$ cat config.mk
export PLATFORM = sky130hd
export DESIGN_NAME = i2s_master_clock_ctrl_flat
export DESIGN_NICKNAME = d
export VERILOG_FILES = /design/src/rtl/i2s_pkg.sv /design/src/rtl/i2s_master_clock_ctrl_if.sv /design/src/rtl/i2s_sck_div.sv /design/src/rtl/i2s_master_clock_ctrl.sv /design/src/flat_wrapper.sv
export SDC_FILE = /design/constraint.sdc
export NUM_CORES = 1
export LEC_CHECK = 0
export CORE_MARGIN = 5
export CORE_UTILIZATION = 48
export CTS_CLUSTER_SIZE = 20
export DETAILED_ROUTE_END_ITERATION = 10
export HOLD_SLACK_MARGIN = 0.02
export PLACE_DENSITY = 0.8
export SLEW_MARGIN = 20
export SYNTH_ARGS = -nofsm -noshare
export SYNTH_HDL_FRONTEND = slang
export SYNTH_SLANG_ARGS = --single-unit
$ cat constraint.sdc
create_clock -name S_AXIS_ACLK -period 1.4 [get_ports S_AXIS_ACLK]
set_clock_uncertainty 0.15 [all_clocks]
set_input_delay 0.28 -clock S_AXIS_ACLK [delete_from_list [all_inputs] [get_ports S_AXIS_ACLK]]
set_output_delay 0.28 -clock S_AXIS_ACLK [all_outputs]
set_load 0.05 [all_outputs]
$ cat src/rtl/i2s_pkg.sv
// i2s_pkg: definitions shared by the I2S master clock controller and the
// transmitter/receiver benches.
//   state_t       controller state encoding (ST_IDLE / ST_RUN / ST_DRAIN)
//   WS_LEFT/RIGHT word-select polarity of the two channel slots
//   MIN_HALF_DIV  smallest divider accepted; keeps every SCK level >= 2 ACLK
//                 cycles so a 2-FF edge detector never misses an edge
package i2s_pkg;

   typedef enum logic [1:0] {
      ST_IDLE  = 2'd0,
      ST_RUN   = 2'd1,
      ST_DRAIN = 2'd2
   } state_t;

   localparam logic WS_LEFT  = 1'b0;
   localparam logic WS_RIGHT = 1'b1;

   localparam int unsigned MIN_HALF_DIV = 1;

endpackage

$ cat src/rtl/i2s_master_clock_ctrl_if.sv
// i2s_master_clock_ctrl_if: bundle between the clock controller and the
// I2S transmitter.
//   sck, ws                 bit clock / word select, driven by the controller
//   mon_tvalid, mon_tready  copies of the transmitter's AXI-Stream handshake,
//                           observed by the controller for underrun counting
interface i2s_master_clock_ctrl_if;

   logic sck;
   logic ws;
   logic mon_tvalid;
   logic mon_tready;

   modport master (
      output sck,
      output ws,
      input  mon_tvalid,
      input  mon_tready
   );

   modport slave (
      input  sck,
      input  ws,
      output mon_tvalid,
      output mon_tready
   );

endinterface

$ cat src/rtl/i2s_sck_div.sv
// i2s_sck_div: SCK half-period timer and bit-clock register.
//   clk, rst_n  clock / async active-low reset
//   load        capture div_in as the half-period divider (IDLE->RUN)
//   run         1 while the controller is busy; 0 parks sck low
//   div_in      half-period = div_in+1 clock cycles
//   sck         registered bit clock
//   toggle      1-cycle strobe: sck flips on the coming edge
//   fall        toggle while sck is high (coming 1->0 edge)
module i2s_sck_div #(
   parameter int DIV_WIDTH = 8
) (
   input  logic                 clk,
   input  logic                 rst_n,
   input  logic                 load,
   input  logic                 run,
   input  logic [DIV_WIDTH-1:0] div_in,
   output logic                 sck,
   output logic                 toggle,
   output logic                 fall
);

   logic [DIV_WIDTH-1:0] div_q;
   logic [DIV_WIDTH-1:0] half_cnt;

   // down-counter reloaded with div_q; terminal count 0 marks the flip,
   // giving div_q+1 cycles per SCK level
   assign toggle = run && (half_cnt == '0);
   assign fall   = toggle && sck;

   always_ff @(posedge clk or negedge rst_n) begin
      if (!rst_n) begin
         div_q    <= '0;
         half_cnt <= '0;
         sck      <= 1'b0;
      end else if (load) begin
         div_q    <= div_in;
         half_cnt <= div_in;
         sck      <= 1'b0;
      end else if (!run) begin
         half_cnt <= div_q;
         sck      <= 1'b0;
      end else if (toggle) begin
         half_cnt <= div_q;
         sck      <= ~sck;
      end else begin
         half_cnt <= half_cnt - DIV_WIDTH'(1);
      end
   end

endmodule

$ cat src/rtl/i2s_master_clock_ctrl.sv
// i2s_master_clock_ctrl: master-mode SCK/WS generator for the I2S transmit
// path with clean frame-aligned start/stop and an underrun counter.
//   S_AXIS_ACLK     clock
//   S_AXIS_ARESETN  async active-low reset (release synchronised here)
//   enable          1 = run, 0 = stop at the end of the current frame
//   clk_div         SCK half-period = clk_div+1 cycles (0 treated as 1),
//                   captured only when leaving IDLE
//   underrun_clr    zeroes underrun_cnt (wins over an increment)
//   i2s             sck/ws out, mon_tvalid/mon_tready in
//   busy            state != IDLE
//   frame_tick      1-cycle pulse after each ws 1->0 transition
//   underrun_cnt    saturating count of requests left unserved at slot ends
//
// state    | meaning
// ---------+------------------------------------------------------------
// ST_IDLE  | clocks parked low; waits for enable, captures the divider
// ST_RUN   | free-running SCK/WS
// ST_DRAIN | enable dropped; finish the frame, stop on the right->left edge
module i2s_master_clock_ctrl
   import i2s_pkg::*;
#(
   parameter int DATA_WIDTH = 32,
   parameter int DIV_WIDTH  = 8,
   parameter int CNT_WIDTH  = 16
) (
   input  logic                  S_AXIS_ACLK,
   input  logic                  S_AXIS_ARESETN,
   input  logic                  enable,
   input  logic [DIV_WIDTH-1:0]  clk_div,
   input  logic                  underrun_clr,
   i2s_master_clock_ctrl_if.master i2s,
   output logic                  busy,
   output logic                  frame_tick,
   output logic [CNT_WIDTH-1:0]  underrun_cnt
);

   localparam int BIT_W = $clog2(DATA_WIDTH);

   logic [1:0]           rst_sync;
   logic                 rst_n;
   state_t               state_q;
   state_t               state_d;
   logic                 load;
   logic [DIV_WIDTH-1:0] div_in;
   logic                 sck_w;
   logic                 toggle;
   logic                 fall;
   logic [BIT_W-1:0]     bit_cnt;
   logic                 ws_q;
   logic                 last_bit;
   logic                 ws_toggle;
   logic                 frame_end;

   // assertion reaches every flop immediately; release waits two edges
   always_ff @(posedge S_AXIS_ACLK or negedge S_AXIS_ARESETN) begin
      if (!S_AXIS_ARESETN) rst_sync <= 2'b00;
      else                 rst_sync <= {rst_sync[0], 1'b1};
   end
   assign rst_n = rst_sync[1];

   assign div_in = (clk_div < DIV_WIDTH'(MIN_HALF_DIV)) ? DIV_WIDTH'(MIN_HALF_DIV) : clk_div;

   i2s_sck_div #(.DIV_WIDTH(DIV_WIDTH)) u_sck_div (
      .clk    (S_AXIS_ACLK),
      .rst_n  (rst_n),
      .load   (load),
      .run    (busy),
      .div_in (div_in),
      .sck    (sck_w),
      .toggle (toggle),
      .fall   (fall)
   );

   assign busy      = (state_q != ST_IDLE);
   assign last_bit  = (bit_cnt == BIT_W'(DATA_WIDTH - 1));
   assign ws_toggle = fall && last_bit;
   assign frame_end = ws_toggle && (ws_q == WS_RIGHT);
   assign i2s.sck   = sck_w;
   assign i2s.ws    = ws_q;

   always_ff @(posedge S_AXIS_ACLK or negedge rst_n) begin
      if (!rst_n) state_q <= ST_IDLE;
      else        state_q <= state_d;
   end

   always_comb begin
      state_d = state_q;
      load    = 1'b0;
      case (state_q)
         ST_IDLE: begin
            if (enable) begin
               load    = 1'b1;
               state_d = ST_RUN;
            end
         end
         ST_RUN: begin
            if (!enable) state_d = ST_DRAIN;
         end
         ST_DRAIN: begin
            // sck is already falling here, so it parks low with ws
            if (frame_end) state_d = ST_IDLE;
         end
         default: state_d = ST_IDLE;
      endcase
   end

   always_ff @(posedge S_AXIS_ACLK or negedge rst_n) begin
      if (!rst_n) begin
         ws_q       <= WS_LEFT;
         bit_cnt    <= '0;
         frame_tick <= 1'b0;
      end else begin
         frame_tick <= frame_end;
         if (!busy) begin
            ws_q    <= WS_LEFT;
            bit_cnt <= '0;
         end else if (fall) begin
            if (last_bit) begin
               bit_cnt <= '0;
               ws_q    <= ~ws_q;
            end else begin
               bit_cnt <= bit_cnt + BIT_W'(1);
            end
         end
      end
   end

   // a request still open when the slot flips means stale data is replayed
   always_ff @(posedge S_AXIS_ACLK or negedge rst_n) begin
      if (!rst_n) begin
         underrun_cnt <= '0;
      end else if (underrun_clr) begin
         underrun_cnt <= '0;
      end else if (busy && ws_toggle && i2s.mon_tready && !i2s.mon_tvalid &&
                   (underrun_cnt != '1)) begin
         underrun_cnt <= underrun_cnt + CNT_WIDTH'(1);
      end
   end

endmodule
$ cat src/flat_wrapper.sv
// flat-port wrapper written by rule: the top's interface ports become plain ports
module i2s_master_clock_ctrl_flat import i2s_pkg::*;
#(
   parameter int DATA_WIDTH = 32,
   parameter int DIV_WIDTH  = 8,
   parameter int CNT_WIDTH  = 16
)
  (S_AXIS_ACLK, S_AXIS_ARESETN, enable, clk_div, underrun_clr, busy, frame_tick, underrun_cnt, i2s_sck, i2s_ws, i2s_mon_tvalid, i2s_mon_tready);
  i2s_master_clock_ctrl_if i2s_i ();
  input  logic S_AXIS_ACLK;
  input  logic S_AXIS_ARESETN;
  input  logic enable;
  input  logic [DIV_WIDTH-1:0] clk_div;
  input  logic underrun_clr;
  output logic busy;
  output logic frame_tick;
  output logic [CNT_WIDTH-1:0] underrun_cnt;
  output wire logic [$bits(i2s_i.sck)-1:0] i2s_sck;
  output wire logic [$bits(i2s_i.ws)-1:0] i2s_ws;
  input wire logic [$bits(i2s_i.mon_tvalid)-1:0] i2s_mon_tvalid;
  input wire logic [$bits(i2s_i.mon_tready)-1:0] i2s_mon_tready;
  assign i2s_sck = i2s_i.sck;
  assign i2s_ws = i2s_i.ws;
  assign i2s_i.mon_tvalid = i2s_mon_tvalid;
  assign i2s_i.mon_tready = i2s_mon_tready;
  i2s_master_clock_ctrl #(.DATA_WIDTH(DATA_WIDTH), .DIV_WIDTH(DIV_WIDTH), .CNT_WIDTH(CNT_WIDTH)) u_core (.S_AXIS_ACLK(S_AXIS_ACLK), .S_AXIS_ARESETN(S_AXIS_ARESETN), .enable(enable), .clk_div(clk_div), .underrun_clr(underrun_clr), .i2s(i2s_i), .busy(busy), .frame_tick(frame_tick), .underrun_cnt(underrun_cnt));
endmodule
After elaboration in Yosys (flattened, before gate mapping):

Index checks and enable logic that the tools add are counted.

* add/sub/neg operators: 3
* multipliers: 0
* divide/modulo/power cells: 0
* $lt $le $gt $ge: 1
* equal/unequal tests: 10
* shift-type cells: 0
* multiplexer cells: 21
* bitwise operators: 2
* reductions and logical operators: 15

Operators by type and width (count)
* 16-bit 2-to-1 mux: 2
* 8-bit 2-to-1 mux: 4
* 16-bit by 1-bit adder with 16-bit output, second input constant: 1
* 16-bit inequality test, second input constant: 1
* 5-bit 2-to-1 mux: 3
* 1-bit logical AND: 8
* 8-bit zero test: 1
* 8-bit by 1-bit < comparator with 1-bit output, second input constant: 1
* 1-bit 2-to-1 mux: 8
* 2-bit inequality test, second input constant: 4
* 8-bit by 1-bit subtractor with 8-bit output, second input constant: 1
* 2-bit 2-to-1 mux: 3
* 2-bit case mux with 3 select lines: 1
* 5-bit by 1-bit adder with 5-bit output, second input constant: 1
* 5-bit equality test, second input constant: 1
* 2-bit nonzero test: 2
* 3-bit inequality test, second input constant: 1
* 3-bit AND reduction: 1
* 2-bit by 1-bit equality test with 1-bit output, second input constant: 1
* 2-bit equality test, second input constant: 1
* 2-bit zero test: 1
* 2-bit by 1-bit inequality test with 1-bit output, second input constant: 1
* 1-bit inverter: 2
* 2-bit AND reduction: 1
* 1-bit zero test: 1

* bits in registers: 44
* latch bits: 0
* RAM bits: 0
* ROM bits: 0
* input bits: 14
* word-level logic and storage cells: 61
* memories: 0

Longest topological paths before layout:

Gate-level depths: netlist (run 1).

* depth after elaboration: 10
* mapped depth: 9

Modules after synthesis:

A second synthesis (run 1) with hierarchy kept.

* cells, all modules: 242
* area, all modules: 2421.1 µm²

Modules (own cells, without submodules)
* i2s_master_clock_ctrl: times used 1, cells each 159, area each 1561.5 µm², sequential area each 675.6 µm²
* i2s_sck_div: times used 1, cells each 83, area each 859.6 µm², sequential area each 425.4 µm²

Worst setup path before layout (run 1):

OpenSTA, ideal clock, no wires.

* kind: flip-flop to flip-flop
* start: register u_core.u_sck_div.half_cnt[0]
* end: register u_core.underrun_cnt[14]
* library setup time: 0.078 ns
* arrival: 2.265 ns
* required time: 1.172 ns
* slack: -1.092 ns
* stages on the path, launching flop included: 9
* clock period less this slack: 2.492 ns
* cells stage by stage: dfrtp_1 -> inv_1 -> ha_1 -> or3b_2 -> or3_1 -> buf_2 -> nand4bb_4 -> or3_1 -> a21oi_1

* word-level cells in the longest chain between the ends: 9

RTL lines
* start: declaration: RTL line i2s_sck_div.sv:23 `logic [DIV_WIDTH-1:0] half_cnt;`
* start signal: assignment: RTL line i2s_sck_div.sv:37 `half_cnt <= div_in;`
* start signal: assignment: RTL line i2s_sck_div.sv:40 `half_cnt <= div_q;`
* start signal: assignment: RTL line i2s_sck_div.sv:43 `half_cnt <= div_q;`
* 8-bit zero test: RTL line i2s_sck_div.sv:27 `assign toggle = run && (half_cnt == '0);`
* 1-bit logical AND: RTL line i2s_sck_div.sv:27
* 1-bit logical AND: RTL line i2s_sck_div.sv:28 `assign fall = toggle && sck;`
* 1-bit logical AND: RTL line i2s_master_clock_ctrl.sv:76 `assign ws_toggle = fall && last_bit;`
* 1-bit logical AND (4 in a row): RTL line i2s_master_clock_ctrl.sv:134 `end else if (busy && ws_toggle && i2s.mon_tready && !i2s.mon_tvalid &&`
* 2-bit nonzero test (no line)
* end signal: assignment: RTL line i2s_master_clock_ctrl.sv:136 `underrun_cnt <= underrun_cnt + CNT_WIDTH'(1);`
* end: declaration: RTL line i2s_master_clock_ctrl.sv:34 `output logic [CNT_WIDTH-1:0] underrun_cnt`

No other way between the ends.
A chain may end at the register's enable or synchronous reset.

Worst setup path in the final report (run 1):

* start: register u_core.u_sck_div.half_cnt[0]
* end: register u_core.bit_cnt[2]

* word-level cells in the longest chain between the ends: 4

RTL lines
* 8-bit zero test: RTL line i2s_sck_div.sv:27
* 1-bit logical AND: RTL line i2s_sck_div.sv:27
* 1-bit logical AND: RTL line i2s_sck_div.sv:28
* 2-bit inequality test (no line)
* end signal: assignment: RTL line i2s_master_clock_ctrl.sv:122 `bit_cnt <= bit_cnt + BIT_W'(1);`
* end: declaration: RTL line i2s_master_clock_ctrl.sv:48 `logic [BIT_W-1:0] bit_cnt;`

No other way between the ends.

==> metrics.cfg, run 1 <==
[outcome]
outcome = complete, but fails checks
violations = negative setup slack

[detailed_routing]
drtIter0Drc = 254
wl_per_cell_um = 22.5
drtPass1Iterations = 7
drtAntennaViolNets = 0
totalWireLength_um = 9230
drc = 0
vias = 2585
vias_per_cell = 6.29

[worst_setup_path]
crit_family = simple AND/OR/NAND/NOR gates
path_buf_inv = 3
crit_fanout = 6
max_stage_delay_ns = 0.42
path_cells = inv_2, ha_4, or3b_4, or3_4, buf_4, buf_8, nor4b_2, a21oi_1, nor2_1
cp.depth = 9
arrival_ns = 2.54
timing.rr.end = u_core.bit_cnt[2]
worstReg2RegStart = u_core.u_sck_div.half_cnt[0]
rr_worst_depth = 9
crit_start = u_core.u_sck_div.half_cnt[0]
required_ns = 1.50
cp_slowest_cell = or3b_4
critPathCaptureType = register
endpoint = u_core.bit_cnt[2]
start_kind = register
rrSetupSlack_ns = -1.04
criticalPathCategory = reg2reg

[finish]
drive_above_1_share_pct = 50.1
syn_to_final_growth_pct = 82.1
stdcell_count = 411
diodes = 0
utilization_pct = 91.9
nNetsFinal = 377
design_area_um2 = 4060

[die]
dieArea_um2 = 6100
die_height_um = 78.1
core_area_um2 = 4410
placementRows = 24
io_pins = 34
fp.dieW_um = 78.1
start_util_pct = 50.5

[cts]
cts.reportedPaths.clkPinSlew_ns = 0.09
cts_buffers = 5
clockRootBuffer = clkbuf_8
cts_buffer_depth = 2
clock_sinks = 44
cts_tree = yes
clk-insertion-delay-late_ns = 0.31
h-tree-depth = 2

[sta]
tightest_slew_ns = 0.632
rsz0062_at_grt = true
maxSlewHeadroom_pct = 57.6
fmax_mhz = 410
period_minus_slack_ns = 2.44
setup-violations-final = 53
worst_slack_ns = -1.04
fin_crit_sh_pct = 174
drv_slew = 0
hold_viol = 0

[grt]
grt_max_degree = 43
grt.total_usage_pct = 24.5
grt_pass1_wl_um = 11900
antenna_found_initial = 0
grt-ovfl-total = 0
grt_pass1_vias = 2471

[pwr]
p_clk_share_pct = 17.2
netSwitchingPower_uw = 1940
powerDensity_nw_per_um2 = 1240
p_int_uw = 3100
peakVddDrop_v = 0.00115
leakagePower_uw = 0.00183
switching_share_pct = 38.4
pwr-share-seq_pct = 34.0
pwr-share-comb_pct = 48.8

[yosys]
ys_seq_area_share_pct = 49.4
synthCells = 235
yosys.area.top_type_share_pct = 49.4
synth_seq_cells = 44
ys.flop_type = dfrtp_1
syn_nets = 254
synth_top_cell_by_area = dfrtp_1
synthesis.area_um2 = 2230
avgSynthCellArea_um2 = 9.48
synth_edf_count = 0
synthTopCellsByArea = dfrtp_1, nand2_1, xor2_1, nor2_1, ha_1
yosys_warnings = 0
synthArstFlopShare_pct = 100
synth.distinct_cells = 44

[placed_design]
port_buffers = 33
place_hpwl_um = 4540
place.gp.congestion = 0.798
place_area_um2 = 3400
dp_cells = 381

[min_path]
hold_class = reg2async

[run]
drv_cap = 0

-- Yosys cell counts, types with 2 or more instances --
library cell  number
mux2i_1            3
o2111ai_1          3
nor4_1             2
ha_1               5
nor3_1             6
a31oi_1            2
inv_1              4
nand2_1           42
xor2_1            13
and2_1             2
o211ai_1           7
or3_1              6
xnor2_1            3
o22ai_1            3
nand4_1            5
nand2b_1           2
a21oi_1           10
o21ai_0            7
nand3_1            4
and3_1             8
dfrtp_1           44
nor2_1            26
o21bai_1           2
clkbuf_1           6
-- worst reg2reg max path: stages, from the launching register on --
cell	delay, ns
dfrtp_1	0.41
inv_2	0.10
ha_4	0.15
or3b_4	0.42
or3_4	0.39
buf_4	0.15
buf_8	0.14
nor4b_2	0.28
a21oi_1	0.09
nor2_1	0.10
-- metal layers --
layer / GRT usage (%) / vias up / routed length (um)
met5: 0 / - / 0
met4: 16.2 / 0 / 617
met3: 5.03 / 70 / 714
met2: 43.3 / 186 / 4640
met1: 26.1 / 1249 / 3250
li1: - / 1080 / -
-- stage by stage --
step / hold slack [ns] / TNS (ns) / total power [uW] / setup WS (ns)
floorplan: -0.166 / -18.19 / 2690 / -0.984
global placement: 0.0882 / -19.90 / 3370 / -0.849
detailed placement: 0.105 / -22.72 / 3470 / -0.917
CTS: 0.102 / -19.70 / 4630 / -0.851
global route: 0.125 / -27.95 / 5250 / -1.12
finish: 0.0891 / -25.38 / 5040 / -1.04
-- cell usage in the layout, fill, tap and decap left out, types with 3 or more instances in the layout --
cell type and count:
nor3_4 3, nand4_1 5, clkbuf_8 6, o21ai_1 3, buf_4 56, a21oi_2 6
o211ai_1 7, nor3_1 3, and3_4 3, dfrtp_2 12, or3_4 4, nand2_1 38
buf_6 31, buf_12 21, and3_1 5, o21ai_0 4, a21oi_1 4, mux2i_1 3
nor2_1 22, xor2_1 13, dfrtp_1 32, clkdlybuf4s50_1 13
-- power by group through the flow --
stage / Clock, uW / Sequential [uW] / Combinational, uW
floorplan: 0 / 1770 / 926
detailed placement: 0 / 1680 / 1800
finish: 867 / 1710 / 2460
global placement: 0 / 1660 / 1710
global route: 933 / 1720 / 2600
CTS: 839 / 1660 / 2130
-- flip-flops by register name, summed over array words and instances (netlist names) --
register                   count
u_core.frame_tick              1
u_core.u_sck_div.div_q         8
u_core.u_sck_div.half_cnt      8
u_core.state_q                 2
u_core.u_sck_div.sck           1
u_core.i2s.ws                  1
u_core.rst_sync                2
u_core.bit_cnt                 5
u_core.underrun_cnt           16
-- cell families (layout without fill, tap and decap cells) --
kind of cell | count (synthesis) | after routing | share of synthesized area, %
simple gates | 114 | 114 | 26.3
flops | 44 | 44 | 49.4
compound gates | 40 | 40 | 11.6
xor+xnor | 16 | 16 | 6.29
buf+inv | 12 | 136 | 2.08
fa+ha+maj | 5 | 5 | 2.81
mux | 3 | 3 | 1.35
other cells | 1 | 1 | 0.168
-- repair_timing --
| action | in CTS | in global routing |
|---|---|---|
| setup buffers | 11 | 21 |
| hold buffers | 1 | 0 |
| setup endpoints to repair | 59 | 57 |
| hold endpoints to repair | 2 | 0 |
| resized for setup | 59 | 36 |
| pin swaps | 16 | 12 |
-- cell type report --
type / count / area [um^2]
Clock buffer: 7 / 86.3
Inverter: 4 / 18.8
Fill cell: 150 / 359
Tap cell: 52 / 65.1
Multi-Input combinational cell: 179 / 1400
Sequential cell: 44 / 1120
Timing Repair Buffer: 124 / 1360
Clock inverter: 1 / 7.51
-- how the worst min path moves through the flow --
| stage | start | end | slack [ns] | cells past startpoint |
|---|---|---|---|---|
| after floorplan | S_AXIS_ARESETN | u_core.rst_sync[0] | -0.17 | 0 |
| after global placement | u_core.rst_sync[1] | u_core.i2s.ws | 0.09 | 1 |
| after CTS | u_core.rst_sync[1] | u_core.bit_cnt[4] | 0.10 | 1 |
| after global routing | u_core.rst_sync[1] | u_core.bit_cnt[3] | 0.13 | 1 |
| final | u_core.rst_sync[1] | u_core.underrun_cnt[15] | 0.09 | 1 |
| after detailed placement | u_core.rst_sync[1] | u_core.i2s.ws | 0.10 | 1 |
Note: power is estimated with default switching activity, not from simulation.
==> run 2, diff against run 1 <==
--- a/config.mk
+++ b/config.mk
@@ -6,11 +6,11 @@
 export NUM_CORES = 1
 export LEC_CHECK = 0
 export CORE_MARGIN = 5
-export CORE_UTILIZATION = 48
+export CORE_UTILIZATION = 35
 export CTS_CLUSTER_SIZE = 20
 export DETAILED_ROUTE_END_ITERATION = 10
 export HOLD_SLACK_MARGIN = 0.02
-export PLACE_DENSITY = 0.8
+export PLACE_DENSITY = 0.63
 export SLEW_MARGIN = 20
 export SYNTH_ARGS = -nofsm -noshare
 export SYNTH_HDL_FRONTEND = slang
==> run 2 against run 1 <==
The flow still finishes with violations (negative setup slack); die area rose by 32%; routed wire length fell by 31%; setup slack improved by 0.21 ns; clock-buffer cell count rose by 1; critical path type unchanged; largest cell class is now buffers; largest power group unchanged.
==> metrics.cfg, run 2 (synthesis results as in run 1) <==
[worst_setup_path]
required_ns = 1.48  ; -0.02 ns
path_buf_inv = 1  ; -2
cpMostUsedCell = or3_4
critPathCaptureType = register
start_kind = register
path_cells = inv_2, ha_4, or3b_4, or3_4, nand4bb_4, or3_4, a21oi_2
crit_fanout = 3  ; -3
timing.rr.end = u_core.underrun_cnt[14]
max_stage_delay_ns = 0.40  ; -0.02 ns
cp.depth = 7  ; -2
worstReg2RegStart = u_core.u_sck_div.half_cnt[0]
rr_worst_depth = 7  ; -2
crit_family = simple AND/OR/NAND/NOR gates
endpoint = u_core.underrun_cnt[14]
cp_slowest_cell = or3b_4
criticalPathCategory = reg2reg
crit_start = u_core.u_sck_div.half_cnt[0]
arrival_ns = 2.32  ; -0.22 ns
rrSetupSlack_ns = -0.83  ; +0.21 ns

[detailed_routing]
vias_per_cell = 4.99  ; -21%
totalWireLength_um = 6390  ; -31%
wl_per_cell_um = 14.1  ; -37%
vias = 2265  ; -12%
drc = 0  ; unchanged
drtPass1Iterations = 4  ; -3
drtAntennaViolNets = 0  ; unchanged
drtIter0Drc = 109  ; -57%

[placed_design]
pre_cts_ws_ns = -0.906  ; +0.0108 ns
port_buffers = 33  ; unchanged
place.gp.congestion = 0.788  ; -1.3%
place_area_um2 = 3520  ; +3.6%
place_hpwl_um = 4300  ; -5.1%

[outcome]
violations = negative setup slack
outcome = complete, but fails checks

[die]
die_height_um = 89.8  ; +15%
fp.dieW_um = 89.8  ; +15%
placementRows = 29  ; +21%
core_area_um2 = 6280  ; +42%
io_pins = 34  ; unchanged
start_util_pct = 35.5  ; -15 points
dieArea_um2 = 8060  ; +32%

[sta]
maxSlewHeadroom_pct = 67.0  ; +9.5 points
rsz0062_at_grt = true
period_minus_slack_ns = 2.23  ; -0.208 ns
tns_ns = -19.90  ; +5.48 ns
worst_slack_ns = -0.833  ; +0.208 ns
drv_slew = 0  ; unchanged
hold_viol = 0  ; unchanged
holdWs_ns = 0.0792  ; -0.00989 ns
setup-violations-final = 51  ; -3.8%
fin_crit_sh_pct = 159  ; -15 points
fmax_mhz = 448  ; +9.3%
tightest_slew_ns = 0.491  ; -0.142 ns

[finish]
diodes = 0  ; unchanged
largest_reg_flops = 16  ; unchanged
design_area_um2 = 4180  ; +3.2%
fill_cells = 462  ; +210%
final_cell_mix = buf_4, buf_6, dfrtp_1
nNetsFinal = 395  ; +4.8%
top_regs = u_core.underrun_cnt x16, u_core.u_sck_div.div_q x8, u_core.u_sck_div.half_cnt x8
drive_above_1_share_pct = 52.8  ; +2.6 points
syn_to_final_growth_pct = 87.9
final_common_cell = buf_4
top_register = u_core.underrun_cnt

[pwr]
peakVddDrop_v = 0.000791  ; -31%
leakagePower_uw = 0.00189  ; +3.5%
powerDensity_nw_per_um2 = 1150  ; -7.1%

[min_path]
hold_class = reg2async

[cts]
cts_tree = yes
cts.reportedPaths.clkPinSlew_ns = 0.08  ; about the same
h-tree-depth = 2  ; unchanged
cts_buffers = 5  ; unchanged
clock_sinks = 44  ; unchanged
cts_buffer_depth = 2  ; unchanged
clk-insertion-delay-late_ns = 0.30  ; about the same
clockRootBuffer = clkbuf_8

[grt]
grt-ovfl-total = 0  ; unchanged
grt_pass1_vias = 2424  ; -1.9%
busiest_layer = met2
grt_pass1_wl_um = 11000  ; -8.2%
grt_max_degree = 43  ; unchanged
use_met1_pct = 18.8  ; -7.3 points
met2_usage_pct = 28.7  ; -15 points
antenna_found_initial = 0  ; unchanged
grt.total_usage_pct = 16.1  ; -8.4 points
grt.met3_usage_pct = 3.17  ; -1.9 points

[run]
drv_cap = 0  ; unchanged

[run 2: cell count changes in the layout (fill, tap and decap cells not counted), sizes merged]
| cell | change |
|---|---|
| clkbuf | +1 |
| clkinvlp | -1 |
| buf | +18 |
[run 2: final cells by class]
type / instances / area, um^2 / share of cell area, %
Sequential cell: 44 / 1120 / 26.7
Timing Repair Buffer: 142 / 1500 / 35.8
Tap cell: 77 / 96.3 / 2.30
Inverter: 4 / 18.8 / 0.449
Multi-Input combinational cell: 179 / 1370 / 32.8
Clock buffer: 8 / 80.1 / 1.91
[run 2: how the worst min path moves through the flow]
stage,endpoint,cells after the start
after floorplan,u_core.rst_sync[0],0
after global placement,u_core.u_sck_div.div_q[3],1
after detailed placement,u_core.underrun_cnt[0],1
after CTS,u_core.bit_cnt[3],1
after global routing,u_core.underrun_cnt[12],1
final,u_core.underrun_cnt[3],1
[run 2: metrics by stage]
stage          utilization [%]  instances  total power, uW
2_1_floorplan                -        235             2690
3_3_place_gp              56.0        418             3440
3_5_place_dp              56.0        418             3490
4_1_cts                   63.5        441             4650
5_1_grt                   66.7        454             5150
6_report                  66.7        454             4830
[run 2: repair_timing]
item | in CTS | in global routing
buffers inserted | 14 | 23
resized for setup | 67 | 31
setup endpoints to repair | 59 | 59
hold buffers | 1 | 0
hold endpoints to repair | 2 | 0
pin swaps | 17 | 16
[run 2: per-layer routing]
layer / share of wire (%) / wire, um / vias to the layer above
met5: 0 / 0 / -
met4: 1.6 / 100 / 0
met3: 4.0 / 256 / 8
met2: 53 / 3380 / 43
met1: 42 / 2660 / 1104
li1: - / - / 1110
[run 2: where the power goes]
group	internal (uW)	switching (uW)	leakage [uW]	total [uW]
registers	1530	155	0.000559	1680
logic	1250	1130	0.00130	2380
clock network	355	409	0.0000395	764
==> run 3, diff against run 2 <==
--- a/config.mk
+++ b/config.mk
@@ -5,6 +5,7 @@
 export SDC_FILE = /design/constraint.sdc
 export NUM_CORES = 1
 export LEC_CHECK = 0
+export CORE_ASPECT_RATIO = 0.75
 export CORE_MARGIN = 5
 export CORE_UTILIZATION = 35
 export CTS_CLUSTER_SIZE = 20
==> run 3 against run 2 <==
The run still ends with negative setup slack left; largest cell class unchanged; clock-buffer cell count down 2; non-clock buffer count down 6; sequential cell count unchanged; hold slack gained 0.016 ns; cell area up 2.1%; power increased by 12%; combinational power grew 14%; setup slack lost 0.067 ns; largest power group unchanged.
==> metrics.cfg, run 3 (synthesis results as in run 1) <==
[sta]
holdWs_ns = 0.0956  ; +0.0164 ns
drv_slew = 0  ; unchanged
fmax_mhz = 435  ; -2.9%
hold_viol = 0  ; unchanged
maxSlewHeadroom_pct = 61.4  ; -5.7 points
rsz0062_at_grt = true
period_minus_slack_ns = 2.30  ; +0.0665 ns
fin_crit_sh_pct = 164  ; +4.8 points
tightest_slew_ns = 0.575  ; +0.0848 ns
setup-violations-final = 50  ; -2.0%
worst_slack_ns = -0.899  ; -0.0665 ns

[finish]
stdcell_count = 452  ; -0.44%
design_area_um2 = 4270  ; +2.1%
nNetsFinal = 389  ; -1.5%
drive_above_1_share_pct = 55.0  ; +2.2 points
fill_cells = 417  ; -9.7%
final_cell_mix = buf_4, buf_6, dfrtp_1
register_area_um2 = 1120  ; unchanged
top_register = u_core.underrun_cnt
top_regs = u_core.underrun_cnt x16, u_core.u_sck_div.div_q x8, u_core.u_sck_div.half_cnt x8
largest_reg_flops = 16  ; unchanged
final_common_cell = buf_4
multi_input_area_um2 = 1450  ; +5.6%
diodes = 0  ; unchanged
syn_to_final_growth_pct = 91.8

[placed_design]
dp_cells = 416  ; -0.48%
place_hpwl_um = 4580  ; +6.3%
place_area_um2 = 3480  ; -1.1%
port_buffers = 33  ; unchanged
place.gp.congestion = 0.885  ; +12%
pre_cts_ws_ns = -0.900  ; +0.00608 ns

[cts]
cts.reportedPaths.clkPinSlew_ns = 0.09  ; about the same
cts_tree = yes
clockRootBuffer = clkbuf_8
clk-insertion-delay-late_ns = 0.30  ; about the same
clock_sinks = 44  ; unchanged
cts_buffers = 5  ; unchanged
cts_buffer_depth = 2  ; unchanged
h-tree-depth = 2  ; unchanged

[detailed_routing]
drc = 0  ; unchanged
vias_per_cell = 5.21  ; +4.5%
totalWireLength_um = 7400  ; +16%
drtAntennaViolNets = 0  ; unchanged
vias = 2356  ; +4.0%
wl_per_cell_um = 16.4  ; +16%
drtPass1Iterations = 4  ; unchanged
drtIter0Drc = 113  ; +3.7%

[min_path]
hold_class = reg2async

[die]
die_height_um = 79.1  ; -12%
placementRows = 25  ; -14%
start_util_pct = 35.6  ; +0.12 points
fp.dieW_um = 102  ; +14%
core_area_um2 = 6260  ; -0.34%
dieArea_um2 = 8080  ; +0.21%
io_pins = 34  ; unchanged

[grt]
antenna_found_initial = 0  ; unchanged
grt_pass1_wl_um = 11200  ; +2.1%
grt_pass1_vias = 2316  ; -4.5%
grt.total_usage_pct = 17.5  ; +1.4 points
grt_max_degree = 43  ; unchanged
grt-ovfl-total = 0  ; unchanged

[worst_setup_path]
path_buf_inv = 1  ; unchanged
crit_fanout = 3  ; unchanged
criticalPathCategory = reg2reg
required_ns = 1.48  ; about the same
critPathCaptureType = register
max_stage_delay_ns = 0.40  ; about the same
cp.depth = 7  ; unchanged
timing.rr.end = u_core.underrun_cnt[14]
cpMostUsedCell = or3_4
rr_worst_depth = 7  ; unchanged
start_kind = register
rrSetupSlack_ns = -0.90  ; -0.07 ns
cp_slowest_cell = dfrtp_1
path_cells = inv_2, ha_4, or3b_4, or3_4, nand4bb_4, or3_4, a21oi_2
crit_family = simple AND/OR/NAND/NOR gates
arrival_ns = 2.38  ; +0.06 ns
worstReg2RegStart = u_core.u_sck_div.half_cnt[1]

[run]
drv_cap = 0  ; unchanged

[outcome]
violations = negative setup slack
outcome = complete, but fails checks

[pwr]
peakVddDrop_v = 0.000910  ; +15%
leakagePower_uw = 0.00192  ; +1.4%
power.total_uw = 5390  ; +12%
powerDensity_nw_per_um2 = 1260  ; +9.4%

run 3: worst max-delay path by stage:
stage,start,end
6_report,u_core.u_sck_div.half_cnt[1],u_core.underrun_cnt[14]
3_3_place_gp,u_core.u_sck_div.half_cnt[1],u_core.underrun_cnt[14]
2_1_floorplan,u_core.u_sck_div.half_cnt[0],u_core.underrun_cnt[14]
3_5_place_dp,u_core.u_sck_div.half_cnt[1],u_core.underrun_cnt[14]
5_1_grt,u_core.u_sck_div.half_cnt[1],u_core.underrun_cnt[14]
4_1_cts,u_core.u_sck_div.half_cnt[2],u_core.underrun_cnt[14]
run 3: through the flow:
| step | setup TNS, ns | utilization, % |
|---|---|---|
| 6_report | -22.32 | 68.3 |
| 5_1_grt | -26.05 | 68.3 |
| 4_1_cts | -20.90 | 62.7 |
| 3_5_place_dp | -21.82 | 55.6 |
| 3_3_place_gp | -20.80 | 55.6 |
| 2_1_floorplan | -18.19 | - |
run 3: final cells by class:
| type | instances | share of cell area, % |
|---|---|---|
| flip-flops and latches | 44 | 26.1 |
| well taps | 81 | 2.37 |
| multi-input cells | 179 | 34.0 |
| repair buffers | 136 | 34.6 |
| clock buffers | 6 | 1.70 |
| inverters | 4 | 0.439 |
| clock inverters | 2 | 0.820 |
run 3: repair_timing:
action | CTS | global route
endpoints found under the setup margin | 59 | 59
buffers inserted | 15 | 23
pin swaps | 20 | 48
hold endpoints to repair | 2 | 0
gates resized for setup | 57 | 61
hold buffers | 1 | 0
run 3: power by group:
group	switching (uW)	internal [uW]	total, uW
combinational	1330	1380	2710
sequential	170	1530	1700
clock	452	530	982
run 3: per-layer routing:
metal / global-route usage (%) / up-vias / share of wire [%]
met4: 5.11 / 0 / 1.1
met3: 2.72 / 8 / 3.0
li1: - / 1100 / -
met5: 0 / - / 0
met1: 24.5 / 1198 / 44
met2: 28.0 / 50 / 52
